## src/rtl/nco_cfg_ctrl_pkg.sv

```systemverilog
// Shared definitions for DDS/NCO config-channel controllers: FSM states,
// sign-extension and {POFF,PINC} packing helpers sized for up to 64-bit words.
package nco_cfg_ctrl_pkg;

  typedef enum logic [1:0] {
    ST_INIT = 2'd0,
    ST_IDLE = 2'd1,
    ST_SEND = 2'd2,
    ST_HOLD = 2'd3
  } nco_state_t;

  localparam int unsigned MAX_W  = 64;
  localparam int unsigned IDX_W  = $clog2(MAX_W);

  // Sign-extend the low w bits of v to MAX_W bits.
  function automatic logic [MAX_W-1:0] sext(input logic [MAX_W-1:0] v, input int unsigned w);
    logic [MAX_W-1:0] hi;
    hi = {MAX_W{1'b1}} << w;
    return v[IDX_W'(w - 1)] ? (v | hi) : (v & ~hi);
  endfunction

  // Pack {poff, pinc} with each field pw bits wide (result right-aligned).
  function automatic logic [2*MAX_W-1:0] pack_cfg(input logic [MAX_W-1:0] poff,
                                                  input logic [MAX_W-1:0] pinc,
                                                  input int unsigned      pw);
    logic [2*MAX_W-1:0] lo_mask;
    lo_mask = ~({2*MAX_W{1'b1}} << pw);
    return ({{MAX_W{1'b0}}, poff} << pw) | ({{MAX_W{1'b0}}, pinc} & lo_mask);
  endfunction

endpackage

```

## src/rtl/nco_cfg_ctrl.sv

```systemverilog
// Carrier NCO config sequencer: merges base_pinc with the latest loop correction
// and issues rate-limited AXI-Stream {POFF,PINC} config transfers.
module nco_cfg_ctrl
  import nco_cfg_ctrl_pkg::*;
#(
  parameter int PINC_WIDTH  = 32,
  parameter int CORR_WIDTH  = 16,
  parameter int HOLD_CYCLES = 8,
  parameter int CNT_WIDTH   = 16
)(
  input  logic                    clk,
  input  logic                    rst,
  input  logic [PINC_WIDTH-1:0]   base_pinc,
  input  logic [PINC_WIDTH-1:0]   phase_off,
  input  logic [CORR_WIDTH-1:0]   corr_tdata,
  input  logic                    corr_tvalid,
  output logic                    corr_tready,
  output logic [2*PINC_WIDTH-1:0] cfg_tdata,
  output logic                    cfg_tvalid,
  input  logic                    cfg_tready,
  output logic                    busy,
  output logic [CNT_WIDTH-1:0]    update_cnt,
  output logic [CNT_WIDTH-1:0]    drop_cnt
);

  localparam int HW    = $clog2(HOLD_CYCLES + 1);
  localparam int CFG_W = 2 * PINC_WIDTH;
  localparam logic [HW-1:0] HOLD_LAST = HW'(HOLD_CYCLES - 1);

  nco_state_t state, state_nxt;
  logic [HW-1:0]         hold_cnt;
  logic                  pending;
  logic [CORR_WIDTH-1:0] corr_reg;
  logic [PINC_WIDTH-1:0] base_q;
  logic                  build, use_corr, consume, hs, capture;
  logic [PINC_WIDTH-1:0] corr_ext, pinc_new;
  logic [CFG_W-1:0]      cfg_word;

  assign cfg_tvalid = (state == ST_SEND);
  assign busy       = (state != ST_IDLE);
  assign hs         = cfg_tvalid & cfg_tready;
  assign capture    = corr_tvalid & corr_tready;

  assign corr_ext = PINC_WIDTH'(sext(MAX_W'(corr_reg), CORR_WIDTH));
  assign pinc_new = base_pinc + (use_corr ? corr_ext : '0);
  assign cfg_word = CFG_W'(pack_cfg(MAX_W'(phase_off), MAX_W'(pinc_new), PINC_WIDTH));

  always_ff @(posedge clk) begin
    if (rst) state <= ST_INIT;
    else     state <= state_nxt;
  end

  always_comb begin
    state_nxt = state;
    build     = 1'b0;
    use_corr  = 1'b0;
    consume   = 1'b0;
    case (state)
      ST_INIT: begin
        build     = 1'b1;
        state_nxt = ST_SEND;
      end
      ST_SEND: if (cfg_tready) state_nxt = ST_HOLD;
      ST_HOLD: if (hold_cnt == HOLD_LAST) state_nxt = ST_IDLE;
      ST_IDLE: if (pending || base_pinc != base_q) begin
        build     = 1'b1;
        use_corr  = 1'b1;
        consume   = 1'b1;
        state_nxt = ST_SEND;
      end
      default: state_nxt = ST_INIT;
    endcase
  end

  always_ff @(posedge clk) begin
    if (rst) begin
      corr_tready <= 1'b0;
      cfg_tdata   <= '0;
      hold_cnt    <= '0;
      pending     <= 1'b0;
      corr_reg    <= '0;
      base_q      <= '0;
      update_cnt  <= '0;
      drop_cnt    <= '0;
    end else begin
      // tready low only during the INIT cycle, so INIT never captures
      corr_tready <= 1'b1;
      hold_cnt    <= (state == ST_HOLD) ? hold_cnt + HW'(1) : '0;
      if (build) begin
        cfg_tdata <= cfg_word;
        base_q    <= base_pinc;
      end
      // a new capture wins over the consume; the consumed value is the old corr_reg
      if (capture) begin
        corr_reg <= corr_tdata;
        pending  <= 1'b1;
      end else if (consume) begin
        pending  <= 1'b0;
      end
      if (capture && pending && !consume && drop_cnt != '1)
        drop_cnt <= drop_cnt + CNT_WIDTH'(1);
      if (hs && update_cnt != '1)
        update_cnt <= update_cnt + CNT_WIDTH'(1);
    end
  end

endmodule

```

## config.mk

```make
export PLATFORM = sky130hd
export DESIGN_NAME = nco_cfg_ctrl
export DESIGN_NICKNAME = d
export VERILOG_FILES = /design/src/rtl/nco_cfg_ctrl_pkg.sv /design/src/rtl/nco_cfg_ctrl.sv
export SDC_FILE = /design/constraint.sdc
export NUM_CORES = 1
export LEC_CHECK = 0
export BUFFER_PORTS_ARGS = -buffer_cell sky130_fd_sc_hd__buf_2
export CORE_MARGIN = 3
export CORE_UTILIZATION = 35
export CTS_CLUSTER_DIAMETER = 100
export DETAILED_ROUTE_END_ITERATION = 10
export MAX_ROUTING_LAYER = met4
export PLACE_DENSITY_LB_ADDON = 0.3
export SYNTH_ARGS = -nofsm -noshare
export SYNTH_HDL_FRONTEND = slang
export SYNTH_SLANG_ARGS = --single-unit
```

## constraint.sdc

```tcl
create_clock -name clk -period 4.5 [get_ports clk]
set_input_delay 0.9 -clock clk [delete_from_list [all_inputs] [get_ports clk]]
set_output_delay 0.9 -clock clk [all_outputs]
set_load 0.02 [all_outputs]
```

==> impl_metrics.ini <==
[final_layout]
n_fill_cell = 2058
syn_to_final_growth_pct = 38.8
fin_nets = 1352
regArea_sq_um = 3040
largest-register = cfg_tdata
largest_reg_flops = 64
reg.largest.list = cfg_tdata (64), base_q (32)
drive_gt1_frac = 0.307
final_area_sq_um = 10500
multi_input_area_sq_um = 4600

[worst_setup_path]
rr_startpoint = base_q[23]$_SDFFE_PP0P_
worstSetupPathType = primary input to flip-flop
r2r_cells = 17
crit_path_start_kind = primary input
endpoint_kind = flip-flop
critPathTopFamily = compound AO/OA/AOI/OAI gates
critPathBufInv = 2
critPathSlowestCell = o311a_4
cp_max_fo = 5
crit_chain = buf_2 -> xor2_1 -> nor4_2 -> buf_4 -> nand4_1 -> o311a_4 -> and2_4 -> ha_4 -> fa_2 -> a21o_1 -> a221o_1 -> nand3_2 -> a31oi_4 -> a2111oi_4 -> o31ai_1 -> xnor2_1 -> a22o_1
required_ns = 4.82
crit_arrival_ns = 4.65
r2r_slack_ns = 0.41
max_stage_delay_ns = 0.48
worstReg2RegEnd = cfg_tdata[28]$_SDFFE_PP0P_

[global_route]
antenna_found_initial = 1
grt_overflow = 0
grt_pass1_wl_mm = 36.9
grt_max_degree = 59
grt_usage = 0.196
first_global_vias = 7182

[place]
place.port_buffers = 182
post_dp_cell_area_sq_um = 9600
dp_slack_ns = -0.392
hpwl_mm = 16.9
place.gp.congestion = 0.923

[floorplan]
num_rows = 53
top_level_ports = 183
die_x_um = 153
start_util = 0.358
core_area_sq_um = 21200
dieArea_sq_um = 23400
die_h_um = 153

[logic_synthesis]
synth-seq-cells = 152
synthCells = 955
ys_types = 58
synth-async-reset-ratio = 0
synth_edf_count = 0
synthesis.nets = 1074
synth-warning-count = 0
postSynthAreaPerCell_sq_um = 7.93
synth-seq-area-share = 0.402
netlist_area_sq_um = 7570
synth_flop_cell = dfxtp_1

[min_path]
hp-class = flip-flop to flip-flop
hold_path_depth = 2
min_from = corr_reg[9]$_SDFFE_PP0P_
worst_hold_path.endpoint = corr_reg[9]$_SDFFE_PP0P_

[routing]
drc = 0
wl_per_cell_um = 15.2
vias = 7526
wl_mm = 23.1
dr.pass1.iters = 5
drt-vias-per-instance = 4.94
drtIter0Drc = 386
ant_nets = 0

[clock_network]
clkTransAtPathRegs_ns = 0.06
clock-root-buffer = clkbuf_16
cts_buffers = 17
cts_max_path_buffers = 2
cts_hold_buffers = 0
h-tree-depth = 4
clk_latency_ns = 0.42
cts_tree = yes
clock_sinks = 152

[timing]
timing.final.crit_share = 0.964
hold_ws_ns = 0.447
final-setup-viol-count = 0
worstMarginPinSlew_ns = 1.09
fin_skew_ns = 0.00826
max_freq_mhz = 231
fin_ws_ns = 0.163
final_hold_viol_count = 0
drv_slew = 0
relSlewSlack = 0.273
fin_crit_ns = 4.34

[run]
maxCapViolations = 0

[power]
vdd_drop_max_v = 0.000257
powerDensity_nw_per_um2 = 323
p_leak_nw = 4.95
fin_total_pwr_mw = 3.40

[outcome]
status = completed
## worst max-delay path by stage
stage / endpoint / cells after the start / startpoint
global placement: cfg_tdata[28]$_SDFFE_PP0P_ / 17 / base_pinc[4]
CTS: cfg_tdata[28]$_SDFFE_PP0P_ / 17 / base_pinc[3]
floorplan: cfg_tdata[28]$_SDFFE_PP0P_ / 16 / base_pinc[23]
finish: cfg_tdata[28]$_SDFFE_PP0P_ / 17 / base_pinc[29]
detailed placement: cfg_tdata[28]$_SDFFE_PP0P_ / 17 / base_pinc[3]
global route: cfg_tdata[25]$_SDFFE_PP0P_ / 19 / base_pinc[29]
## area by class of cell
class	count	area share
Multi-Input combinational cell	744	0.437
Antenna cell	2	0.000476
Clock inverter	15	0.0170
Timing Repair Buffer	306	0.178
Tap cell	275	0.0327
Clock buffer	17	0.0405
Inverter	12	0.00428
Sequential cell	152	0.289
## through the flow
stage          std cells   util  TNS (ns)
2_1_floorplan        955      -         0
3_3_place_gp        1485  0.454     -1.79
3_5_place_dp        1485  0.454     -3.28
4_1_cts             1517  0.482         0
5_1_grt             1522  0.497    -0.137
6_report            1523  0.497         0
## metal layers
layer	wire length, um	share of wire	track usage	vias up
met5	0	0	-	-
met4	386	0.017	0.0513	0
met3	1240	0.053	0.0490	28
met2	10500	0.45	0.300	181
met1	11000	0.48	0.261	3484
li1	-	-	-	3833
## repair_timing
item / in CTS / in global routing
setup buffers: 0 / 2
gates resized for setup: 0 / 47
endpoints found under the setup margin: 0 / 10
## power breakdown
part | internal, mW | total (mW) | switching (mW) | leakage (nW)
logic | 0.190 | 0.465 | 0.275 | 3.41
registers | 1.40 | 1.44 | 0.0342 | 1.25
clock network | 0.844 | 1.49 | 0.649 | 0.297
## cell usage after synthesis, types with 2 or more instances
| cell type | count | area share |
|---|---|---|
| clkbuf_1 | 38 | 0.019 |
| and4_1 | 4 | 0.0046 |
| a311oi_1 | 2 | 0.0023 |
| dfxtp_1 | 152 | 0.40 |
| and3_1 | 14 | 0.012 |
| inv_1 | 11 | 0.0055 |
| nand3_1 | 20 | 0.013 |
| a21oi_1 | 138 | 0.091 |
| a21o_1 | 10 | 0.0099 |
| nor3_1 | 7 | 0.0046 |
| a31oi_1 | 7 | 0.0058 |
| a221o_1 | 2 | 0.0026 |
| nor4_1 | 10 | 0.0083 |
| nor2b_1 | 4 | 0.0033 |
| nand4_1 | 16 | 0.013 |
| o21a_1 | 2 | 0.0020 |
| o31ai_1 | 2 | 0.0020 |
| o21ai_0 | 14 | 0.0093 |
| o211ai_1 | 3 | 0.0030 |
| xnor2_1 | 27 | 0.031 |
| a2111oi_0 | 2 | 0.0023 |
| nand3b_1 | 2 | 0.0020 |
| nor2_1 | 51 | 0.025 |
| mux2i_1 | 2 | 0.0026 |
| buf_2 | 10 | 0.0066 |
| xor2_1 | 59 | 0.068 |
| o21bai_1 | 2 | 0.0020 |
| and2_1 | 23 | 0.019 |
| a211oi_1 | 8 | 0.0079 |
| or3_1 | 4 | 0.0033 |
| o21ai_1 | 3 | 0.0020 |
| a211o_1 | 3 | 0.0035 |
| a22o_1 | 2 | 0.0023 |
| nand2_1 | 244 | 0.12 |
| ha_1 | 34 | 0.056 |
## cells in the final DEF, fill, tap and decap left out, types with 10 or more instances in the layout
cell type  instances
o21ai_0           12
nand4_1           16
nor2_1            51
and3_1            14
ha_1              29
dfxtp_1          152
a21o_1            10
a21oi_1          132
clkbuf_16         17
inv_1             11
nand3_1           19
nand2_1          243
xnor2_1           26
buf_4            122
and2_1            19
buf_2            181
xor2_1            59
## kinds of logic after synthesis
group / count (synthesis) / share of synthesized area
AOI/OAI and AO/OA: 216 / 0.169
DFF: 152 / 0.402
adders and majority gates: 35 / 0.0588
xor gates and xnor gates: 86 / 0.0995
muxes: 2 / 0.00264
and+or+nand+nor: 403 / 0.235
buffers and inverters: 61 / 0.0329
## tightest hold or removal path, stage by stage (launching register included)
cell	delay, ns
dfxtp_1	0.30
nand2_1	0.05
a21oi_1	0.05
Power figures use the tool's default switching activity.
